===== src/rtl/alu_arbiter.sv =====
// alu_arbiter: two requesters share one registered ALU through an IDLE/ISSUE/WAIT/RESP FSM.
// Define ALU_ARB_FIXED_PRIO_EN for fixed priority (port 0 first); default is round-robin.
module alu_arbiter #(
    parameter int unsigned DATA_WIDTH = 32
) (
    input  logic                  clock,
    input  logic                  reset,
    input  logic                  req0_valid,
    output logic                  req0_ready,
    input  logic [2:0]            req0_opselect,
    input  logic [2:0]            req0_operation,
    input  logic [DATA_WIDTH-1:0] req0_op1,
    input  logic [DATA_WIDTH-1:0] req0_op2,
    input  logic                  req1_valid,
    output logic                  req1_ready,
    input  logic [2:0]            req1_opselect,
    input  logic [2:0]            req1_operation,
    input  logic [DATA_WIDTH-1:0] req1_op1,
    input  logic [DATA_WIDTH-1:0] req1_op2,
    output logic                  rsp0_valid,
    input  logic                  rsp0_ready,
    output logic                  rsp1_valid,
    input  logic                  rsp1_ready,
    output logic [DATA_WIDTH-1:0] rsp_data,
    output logic                  rsp_carry,
    output logic                  rsp_err,
    output logic                  alu_enable,
    output logic [2:0]            alu_opselect,
    output logic [2:0]            alu_operation,
    output logic [DATA_WIDTH-1:0] aluin1,
    output logic [DATA_WIDTH-1:0] aluin2,
    output logic                  alu_reset_n,
    input  logic [DATA_WIDTH-1:0] aluout_arith,
    input  logic                  carry,
    output logic                  busy
);
    localparam int unsigned OP_W = 3;
    localparam logic [OP_W-1:0] SEL_ARITH_LOGIC = OP_W'(3'b001);
    localparam logic [OP_W-1:0] SEL_MEM_READ    = OP_W'(3'b101);

    typedef enum logic [1:0] {
        IDLE  = 2'd0,
        ISSUE = 2'd1,
        WAIT  = 2'd2,
        RESP  = 2'd3
    } state_e;

    state_e                state_q, state_d;
    logic                  grant_q, grant_d;
    logic [OP_W-1:0]       alu_sel_q, alu_sel_d;
    logic [OP_W-1:0]       alu_op_q, alu_op_d;
    logic [DATA_WIDTH-1:0] in1_q, in1_d;
    logic [DATA_WIDTH-1:0] in2_q, in2_d;
    logic [DATA_WIDTH-1:0] res_data_q, res_data_d;
    logic                  res_carry_q, res_carry_d;
    logic                  res_err_q, res_err_d;

    logic                  pick_c;
    logic                  accept_c;
    logic                  rsp_hs_c;
    logic [OP_W-1:0]       sel_c;

`ifndef ALU_ARB_FIXED_PRIO_EN
    logic                  ptr_q, ptr_d;
`endif

    // Winning port (1 = port 1); only meaningful when some request is valid
    always_comb begin
`ifdef ALU_ARB_FIXED_PRIO_EN
        pick_c = ~req0_valid;
`else
        pick_c = (req0_valid & req1_valid) ? ptr_q : ~req0_valid;
`endif
    end

    assign accept_c = ~reset & (state_q == IDLE) & (req0_valid | req1_valid);
    assign sel_c    = pick_c ? req1_opselect : req0_opselect;
    assign rsp_hs_c = (state_q == RESP) & (grant_q ? rsp1_ready : rsp0_ready);

    always_comb begin
        state_d     = state_q;
        grant_d     = grant_q;
        alu_sel_d   = alu_sel_q;
        alu_op_d    = alu_op_q;
        in1_d       = in1_q;
        in2_d       = in2_q;
        res_data_d  = res_data_q;
        res_carry_d = res_carry_q;
        res_err_d   = res_err_q;
        case (state_q)
            IDLE: begin
                if (accept_c) begin
                    grant_d = pick_c;
                    if ((sel_c == SEL_ARITH_LOGIC) || (sel_c == SEL_MEM_READ)) begin
                        alu_sel_d = sel_c;
                        alu_op_d  = pick_c ? req1_operation : req0_operation;
                        in1_d     = pick_c ? req1_op1 : req0_op1;
                        in2_d     = pick_c ? req1_op2 : req0_op2;
                        res_err_d = 1'b0;
                        state_d   = ISSUE;
                    end else begin
                        // Unsupported class: answer with an error, ALU untouched
                        res_data_d  = '0;
                        res_carry_d = 1'b0;
                        res_err_d   = 1'b1;
                        state_d     = RESP;
                    end
                end
            end
            ISSUE: state_d = WAIT;
            WAIT: begin
                res_data_d  = aluout_arith;
                res_carry_d = carry;
                state_d     = RESP;
            end
            RESP: begin
                if (rsp_hs_c) begin
                    state_d = IDLE;
                end
            end
            default: state_d = IDLE;
        endcase
    end

    always_ff @(posedge clock) begin
        if (reset) begin
            state_q     <= IDLE;
            grant_q     <= 1'b0;
            alu_sel_q   <= '0;
            alu_op_q    <= '0;
            in1_q       <= '0;
            in2_q       <= '0;
            res_data_q  <= '0;
            res_carry_q <= 1'b0;
            res_err_q   <= 1'b0;
        end else begin
            state_q     <= state_d;
            grant_q     <= grant_d;
            alu_sel_q   <= alu_sel_d;
            alu_op_q    <= alu_op_d;
            in1_q       <= in1_d;
            in2_q       <= in2_d;
            res_data_q  <= res_data_d;
            res_carry_q <= res_carry_d;
            res_err_q   <= res_err_d;
        end
    end

`ifndef ALU_ARB_FIXED_PRIO_EN
    // Pointer flips on every completed response handshake
    always_comb begin
        ptr_d = ptr_q;
        if (rsp_hs_c) begin
            ptr_d = ~ptr_q;
        end
    end

    always_ff @(posedge clock) begin
        if (reset) begin
            ptr_q <= 1'b0;
        end else begin
            ptr_q <= ptr_d;
        end
    end
`endif

    // Every output is forced low while reset is high
    assign req0_ready    = accept_c & ~pick_c;
    assign req1_ready    = accept_c & pick_c;
    assign rsp0_valid    = ~reset & (state_q == RESP) & ~grant_q;
    assign rsp1_valid    = ~reset & (state_q == RESP) & grant_q;
    assign rsp_data      = reset ? '0 : res_data_q;
    assign rsp_carry     = ~reset & res_carry_q;
    assign rsp_err       = ~reset & res_err_q;
    assign alu_enable    = ~reset & (state_q == ISSUE);
    assign alu_opselect  = reset ? '0 : alu_sel_q;
    assign alu_operation = reset ? '0 : alu_op_q;
    assign aluin1        = reset ? '0 : in1_q;
    assign aluin2        = reset ? '0 : in2_q;
    assign alu_reset_n   = ~reset;
    assign busy          = ~reset & (state_q != IDLE);

endmodule


===== config.mk =====
export PLATFORM = sky130hd
export DESIGN_NAME = alu_arbiter
export DESIGN_NICKNAME = d
export VERILOG_FILES = /design/src/rtl/alu_arbiter.sv
export SDC_FILE = /design/constraint.sdc
export NUM_CORES = 1
export LEC_CHECK = 0
export CORE_MARGIN = 2
export CORE_UTILIZATION = 42
export DETAILED_ROUTE_END_ITERATION = 8
export HOLD_SLACK_MARGIN = 0.08
export PLACE_DENSITY = 0.86
export SYNTH_ARGS = -nofsm -noshare
export SYNTH_HDL_FRONTEND = slang
export SYNTH_SLANG_ARGS = --single-unit

===== constraint.sdc =====
create_clock -name clock -period 6.5 [get_ports clock]
set_input_delay 1.625 -clock clock [delete_from_list [all_inputs] [get_ports clock]]
set_output_delay 1.625 -clock clock [all_outputs]
set_load 0.01 [all_outputs]

==> qor.txt, run 1 <==
Final Cycle Share: 0.806
cell row count: 40
largest net degree at the start of global routing: 72
setup slack after placement: 1.25 ns
peak supply drop: 0.000192 V
routability cong.: 0.824
clock root buffer master: clkbuf_16
Clock Latency Late Sink: 0.34 ns
Fin Hold WS: 0.473 ns
clk buf depth: 2
logic gate share of total power: 0.339
Sw Share: 0.304
DRT iter0 DRCs: 235
reg2reg path depth: 5
num ports: 290
Min-Delay Endpoint: res_data_q[9]
WP data required: 4.88 ns
Post CTS Setup Buffer Count: 0
critical path, cell by cell: buf_2, buf_4, nor2_1, and2_1, clkdlybuf4s50_1
post-synth top area share: 0.414
most common cell after layout, fill and taps aside: clkdlybuf4s50_1
yosys warns: 0
Final TNS setup: 0 ns
slew at the pin with the worst max-slew slack: 1.20 ns
synthesis-to-finish area growth: 61.6%
Hold Path Class: reg2reg
# diodes: 0
status: complete, no violations
global-route wire length before repair: 25,300 um
clock skew: 0.0118 ns
final WL: 16,700 um
Static Leakage: 3.62 nW
Critical Path Max Stage Delay: 0.55 ns
Seq/Total Area, Yosys: 0.414
net switching power: 0.000574 W
routed vias/inst: 4.93
WL per Instance: 16.0 um
total track usage: 0.239
htree depth: 3
initial antenna violation count: 0
max cap viols: 0
CTS buffer count: 9
IO Port Bufs: 289
power density cells: 224 nW/um^2
CTS clock-pin slew for the worst setup and hold paths: 0.07 ns
clock sinks: 108
share of layout cells above drive strength 1: 0.0321
Synth area leader: dfxtp_1
Flop pwr share: 0.400
synthesized area per cell: 8.59 um^2
number of global-route vias before repair: 5,068
CP bufs+invs: 3
RSZ-0062 raised after global routing: false
Yosys cell types: 27
Post-DP HPWL: 12,500 um
power share of the clock group: 0.261
Reg2Reg Setup Slack: 3.85 ns
post-route ant nets: 0
starting density of the core: 0.433
Pre-antenna DRT Iters: 7
worst reg2reg startpoint: ptr_q
vias post-DR: 5,123
post_cts resized: 0
Hold Startpoint: res_data_q[9]
Max stage delay cell, worst path: buf_2
CP startpoint kind: input port
Nets: 1,051
flops & latches, synth: 108
total gr overflow: 0
die height: 115 um
Design Power: 0.00189 W
Final min period: 5.24 ns
Core Region: 12,100 um^2
ranking of synthesized cells by area: dfxtp_1 (41%), mux2i_1 (20%), o21ai_0 (13%)
Pint: 0.00132 W
fmax: 191 MHz
endpoints failing hold: 0
synthesized area: 5220 um^2
chip width: 115 um
worst r2r dst: in1_q[0]
Slew Limit Fails: 0
worst setup slack after layout: 1.26 ns
cells after synthesis: 608
critical path's top delay family: buffers and inverters
CP max FO: 45
most frequent cells in the layout: clkdlybuf4s50_1 (288), o21ai_0 (133), dfxtp_1 (108), mux2i_1 (104), nor2b_1 (76)
hold depth: 2
Critical Path AT: 3.61 ns
drt drc: 0
CTS tree: built
kind of critical path: in2out
syn nets: 792
cts hold-fix bufs: 0
Final setup viols: 0
total die area: 13,300 um^2
Worst slew margin: 0.196
Critical Path End Type: primary output
-- Yosys cell counts --
master    instances
ha_1              5
clkbuf_1         29
a21boi_1          1
nand2b_1          4
o21ai_1           5
nor3b_1           1
and2_1            2
nor2b_1          77
mux2i_1         104
buf_1             2
clkbuf_2          7
mux2i_4           1
a311oi_1          2
buf_4             1
dfxtp_1         108
inv_1            35
nor2_1            7
buf_6             3
clkinv_1          1
a21oi_4           1
nand2_1          68
xnor2_1           1
and3_1            1
a21oi_1           2
o21ai_0         133
a32oi_1           1
buf_2             6
-- logic make-up (layout without fill, tap and decap cells) --
logic type / count (synthesis) / after routing / share of synthesized area
AO/OA/AOI/OAI: 145 / 145 / 0.144
XOR/XNOR: 1 / 1 / 0.00168
adder cells (fa/ha/maj): 5 / 5 / 0.0120
buffers and inverters: 84 / 347 / 0.0686
flip-flops: 108 / 108 / 0.414
multiplexers: 105 / 105 / 0.204
AND/OR/NAND/NOR: 160 / 160 / 0.156
-- worst max-delay path by stage --
stage | from | to | cells after the start
4_1_cts | reset | rsp1_valid | 5
6_report | reset | req0_ready | 5
3_3_place_gp | reset | req0_ready | 5
3_5_place_dp | reset | rsp1_valid | 5
5_1_grt | reset | rsp_data[12] | 6
2_1_floorplan | req1_valid | req1_ready | 5
-- routing by layer --
layer | track usage | vias up | part of all wire | wire length [um]
li1 | - | 2543 | - | -
met1 | 0.272 | 2340 | 0.38 | 6310
met2 | 0.434 | 221 | 0.52 | 8590
met3 | 0.0748 | 19 | 0.090 | 1490
met4 | 0.0643 | 0 | 0.016 | 264
met5 | 0 | - | 0 | 0
-- worst register-to-register path, stage by stage, from the launching register on --
cell	delay (ns)
dfxtp_1	0.35
a21boi_4	0.16
buf_4	0.42
mux2i_4	0.32
nand2b_2	0.91
o21ai_0	0.31
-- sequential cells by signal (all words and copies together) (netlist names) --
signal	cells
alu_op_q	3
alu_sel_q	3
grant_q	1
in1_q	32
in2_q	32
ptr_q	1
res_carry_q	1
res_data_q	32
res_err_q	1
state_q	2
-- final cells by class --
class / count / area, um^2
clock buffer: 10 / 229
clock inverter: 5 / 37.5
fill: 913 / 3630
inverter: 36 / 135
multi-input combinational: 416 / 2720
sequential: 108 / 2160
tap: 168 / 210
timing repair buffer: 296 / 2940
-- power by group through the flow --
stage / registers [W] / clock network [W] / logic (W)
5_1_grt: 0.000763 / 0.000531 / 0.000697
3_5_place_dp: 0.000771 / 0 / 0.000643
2_1_floorplan: 0.000762 / 0 / 0.000392
3_3_place_gp: 0.000767 / 0 / 0.000622
4_1_cts: 0.000756 / 0.000507 / 0.000645
6_report: 0.000756 / 0.000493 / 0.000641
-- per-stage QoR --
| step | cell area (um^2) | cells | utilization |
|---|---|---|---|
| global placement | 8170 | 1024 | 0.677 |
| floorplan | 5220 | 608 | - |
| global route | 8430 | 1039 | 0.699 |
| CTS | 8430 | 1039 | 0.699 |
| detailed placement | 8170 | 1024 | 0.677 |
| finish | 8430 | 1039 | 0.699 |
No activity file was read; power rests on OpenSTA's default activity.
==> run 2, diff against run 1 <==
- CORE_UTILIZATION: 42 -> 39
- PLACE_DENSITY: 0.86 -> 0.81
- clock period: 6.5 -> 4.88 ns (I/O delays scaled with it)
==> qor.txt, run 2 (same netlist as run 1, synthesis figures left out) <==
status: complete, no violations
Post-DP HPWL: 11,500 um
post-route ant nets: 0
RSZ-0062 raised after global routing: false
kind of critical path: in2out
chip width: 120 um
vias post-DR: 5,035
Final min period: 4.18 ns
initial antenna violation count: 0
critical path, cell by cell: clkdlybuf4s50_1, o21ai_1, nor2_1, and2_1, clkdlybuf4s50_1
Final TNS setup: 0 ns
total die area: 14,300 um^2
CP max FO: 4
CTS clock-pin slew for the worst setup and hold paths: 0.07 ns
biggest regs: in1_q x32, in2_q x32, res_data_q x32
clock root buffer master: clkbuf_16
Max stage delay cell, worst path: clkdlybuf4s50_1
Nets: 1,056
starting density of the core: 0.397
synthesis-to-finish area growth: 63.8%
Worst slew margin: 0.435
total track usage: 0.217
CTS tree: built
most common cell after layout, fill and taps aside: clkdlybuf4s50_1
Hold Path Class: reg2reg
Final setup viols: 0
Core Region: 13,100 um^2
Critical Path AT: 2.96 ns
clk buf depth: 2
global-route wire length before repair: 24,600 um
Post CTS Setup Buffer Count: 0
Static Leakage: 3.68 nW
CTS buffer count: 9
final WL: 15,700 um
reg2reg path depth: 6
IO Port Bufs: 289
share of layout cells above drive strength 1: 0.0388
clock skew: 0.00493 ns
power density cells: 310 nW/um^2
Pint: 0.00189 W
max cap viols: 0
CP startpoint kind: input port
slew at the pin with the worst max-slew slack: 0.848 ns
Pre-antenna DRT Iters: 4
routed vias/inst: 4.79
Core Util, Final: 0.651
hold depth: 2
largest net degree at the start of global routing: 72
Flop pwr share: 0.378
cell row count: 42
logic gate share of total power: 0.323
WP data required: 3.66 ns
endpoints failing hold: 0
DRT iter0 DRCs: 245
Fillers: 1,126
Clock Latency Late Sink: 0.35 ns
Slew Limit Fails: 0
most numerous cell on the critical path: clkdlybuf4s50_1
Critical Path Max Stage Delay: 0.56 ns
num ports: 290
drt drc: 0
net switching power: 0.000767 W
peak supply drop: 0.000141 V
cts hold-fix bufs: 0
number of global-route vias before repair: 4,845
total gr overflow: 0
# diodes: 0
Critical Path End Type: primary output
post_cts resized: 0
die height: 120 um
htree depth: 3
clock sinks: 108
power share of the clock group: 0.298
routability cong.: 0.793
WL per Instance: 14.9 um
Sw Share: 0.289
Final Cycle Share: 0.856
most frequent cells in the layout: clkdlybuf4s50_1 (288), o21ai_0 (133), dfxtp_1 (108), mux2i_1 (104), nor2b_1 (76)
fmax: 239 MHz
[run 2: changes by cell type in the layout (fill, tap and decap cells not counted), sizes merged]
cell,previous run,this run
buf,8,13
clkbuf,10,11
bufinv,0,2
inv,37,35
clkinvlp,2,1
[run 2: routing by layer]
| metal | share of wire | global-route usage |
|---|---|---|
| met1 | 0.41 | 0.256 |
| met2 | 0.47 | 0.362 |
| met3 | 0.093 | 0.0722 |
| met4 | 0.026 | 0.0868 |
| met5 | 0 | 0 |
[run 2: per-stage QoR]
step	total power [W]	worst slack (ns)	cells	hold slack, ns	instance area [um^2]
6_report	0.00265	0.703	1052	0.468	8550
3_5_place_dp	0.00188	0.697	1037	0.463	8230
3_3_place_gp	0.00188	0.739	1037	0.456	8230
5_1_grt	0.00279	0.647	1052	0.496	8550
4_1_cts	0.00268	0.696	1052	0.472	8550
2_1_floorplan	0.00154	1.43	608	0.446	5220
[run 2: layout make-up]
| cell class | instances | area, um^2 | share of cell area |
|---|---|---|---|
| clock buffers | 11 | 253 | 0.0296 |
| multi-input cells | 416 | 2720 | 0.318 |
| clock inverters | 4 | 72.6 | 0.00849 |
| well taps | 176 | 220 | 0.0257 |
| repair buffers | 301 | 2990 | 0.350 |
| inverters | 36 | 135 | 0.0158 |
| flip-flops and latches | 108 | 2160 | 0.253 |
[run 2: worst paths after layout]
| kind | from | to | slack, ns |
|---|---|---|---|
| max | req1_valid | req0_ready | 0.70 |
| min | res_data_q[24] | res_data_q[24] | 0.47 |
| max reg2reg | ptr_q | res_data_q[18] | 2.55 |
| min reg2reg | res_data_q[24] | res_data_q[24] | 0.47 |
[run 2: critical path: cells and delay by family]
family                 cells  cell delay, ns
buffers and inverters      2            1.11
AND/OR/NAND/NOR            2            0.47
AO/OA/AOI/OAI              1            0.16
[run 2: power groups by stage]
stage	combinational (W)	sequential, W	clock [W]
after floorplan	0.000521	0.00102	0
after global placement	0.000855	0.00102	0
after detailed placement	0.000860	0.00102	0
after CTS	0.000868	0.00100	0.000809
after global routing	0.000939	0.00101	0.000841
final	0.000859	0.00100	0.000792
==> run 3, diff against run 2 <==
- SLEW_MARGIN: not set -> 40
==> qor.txt, run 3 (same netlist as run 1, synthesis figures left out) <==
status: complete, no violations
peak supply drop: 0.000141 V
Worst slew margin: 0.551
Post CTS Setup Buffer Count: 0
critical path, cell by cell: clkdlybuf4s50_1, o21ai_1, nor2_1, and2_1, clkdlybuf4s50_1
setup slack after placement: 0.697 ns
CTS tree: built
endpoints failing hold: 0
Worst setup startpoint: req1_valid
kind of critical path: in2out
critical path's top delay family: buffers and inverters
WP data required: 3.66 ns
Fin Hold WS: 0.467 ns
global-route wire length before repair: 24,600 um
Nets: 1,056
clk buf depth: 2
clock skew: 0.00579 ns
routed vias/inst: 4.79
Final Cycle Share: 0.856
power density cells: 310 nW/um^2
largest net degree at the start of global routing: 72
total die area: 14,300 um^2
max cap viols: 0
CTS clock-pin slew for the worst setup and hold paths: 0.07 ns
Final min period: 4.18 ns
fmax: 239 MHz
Final TNS setup: 0 ns
cts hold-fix bufs: 0
Critical Path AT: 2.96 ns
CTS buffer count: 9
CP max FO: 4
Critical Path Max Stage Delay: 0.56 ns
worst setup slack after layout: 0.704 ns
Post-DP HPWL: 11,500 um
biggest regs: in1_q x32, in2_q x32, res_data_q x32
clock sinks: 108
slew at the pin with the worst max-slew slack: 0.674 ns
Layout Cells excl Fill: 1,052
post_cts resized: 0
# diodes: 0
total track usage: 0.217
Slew Limit Fails: 0
Pre-antenna DRT Iters: 4
drt drc: 0
Hold Path Class: reg2reg
htree depth: 3
Hold Startpoint: res_data_q[24]
Core Region: 13,100 um^2
CP startpoint kind: input port
WL per Instance: 14.9 um
number of global-route vias before repair: 4,845
Clock Latency Late Sink: 0.35 ns
vias post-DR: 5,038
synthesis-to-finish area growth: 63.9%
worst reg2reg startpoint: ptr_q
DRT iter0 DRCs: 253
post-route ant nets: 0
most common cell after layout, fill and taps aside: clkdlybuf4s50_1
starting density of the core: 0.397
storage element area: 2160 um^2
Fillers: 1,127
total gr overflow: 0
Max stage delay cell, worst path: clkdlybuf4s50_1
routability cong.: 0.793
footprint of the multi-input gates: 2720 um^2
clock root buffer master: clkbuf_16
most numerous cell on the critical path: clkdlybuf4s50_1
initial antenna violation count: 0
chip width: 120 um
share of layout cells above drive strength 1: 0.0388
Final setup viols: 0
CP bufs+invs: 2
die height: 120 um
RSZ-0062 raised after global routing: false
IO Port Bufs: 289
Critical Path End Type: primary output
num ports: 290
most frequent cells in the layout: clkdlybuf4s50_1 (288), o21ai_0 (133), dfxtp_1 (108), mux2i_1 (104), nor2b_1 (76)
Placed Cells: 1,037
final WL: 15,700 um
cell row count: 42
Static Leakage: 3.68 nW
==> run 3: cell types whose count changed in the layout (fill, tap and decap cells not counted) <==
cell,previous run,this run
buf_4,11,10
buf_6,0,1
==> run 3: stage by stage <==
stage / util / total power, W / area [um^2]
after floorplan: - / 0.00154 / 5220
after detailed placement: 0.626 / 0.00188 / 8230
final: 0.651 / 0.00265 / 8560
after global placement: 0.626 / 0.00188 / 8230
after global routing: 0.651 / 0.00279 / 8560
after CTS: 0.651 / 0.00268 / 8550
==> run 3: final timing paths <==
| kind | slack, ns | to | depth (start not counted) |
|---|---|---|---|
| setup / recovery | 0.70 | req0_ready | 5 |
| hold / removal | 0.47 | res_data_q[24] | 2 |
| setup reg to reg | 2.55 | res_data_q[0] | 6 |
| hold reg to reg | 0.47 | res_data_q[24] | 2 |
==> run 3: routing by layer <==
metal	global-route usage	vias up	wire length, um	share of wire
li1	-	2556	-	-
met1	0.256	2244	6360	0.40
met2	0.362	215	7420	0.47
met3	0.0722	23	1540	0.098
met4	0.0868	0	395	0.025
met5	0	-	0	0
==> run 3: final cells by class <==
| class | count | share of cell area |
|---|---|---|
| Clock inverter | 4 | 0.00848 |
| Sequential cell | 108 | 0.253 |
| Tap cell | 176 | 0.0257 |
| Inverter | 36 | 0.0158 |
| Clock buffer | 11 | 0.0295 |
| Timing Repair Buffer | 301 | 0.350 |
| Multi-Input combinational cell | 416 | 0.318 |
==> run 3: power by group <==
group | internal (W) | switching, W
clock network | 0.000474 | 0.000318
logic | 0.000437 | 0.000420
registers | 0.000975 | 0.0000282
==> run 3: worst reg2reg max path, delay by kind of cell (launching register included) <==
family                 cells  cell delay (ns)
flip-flops                 1             0.35
AO/OA/AOI/OAI              2             0.45
multiplexers               2             0.50
buffers and inverters      2             0.90
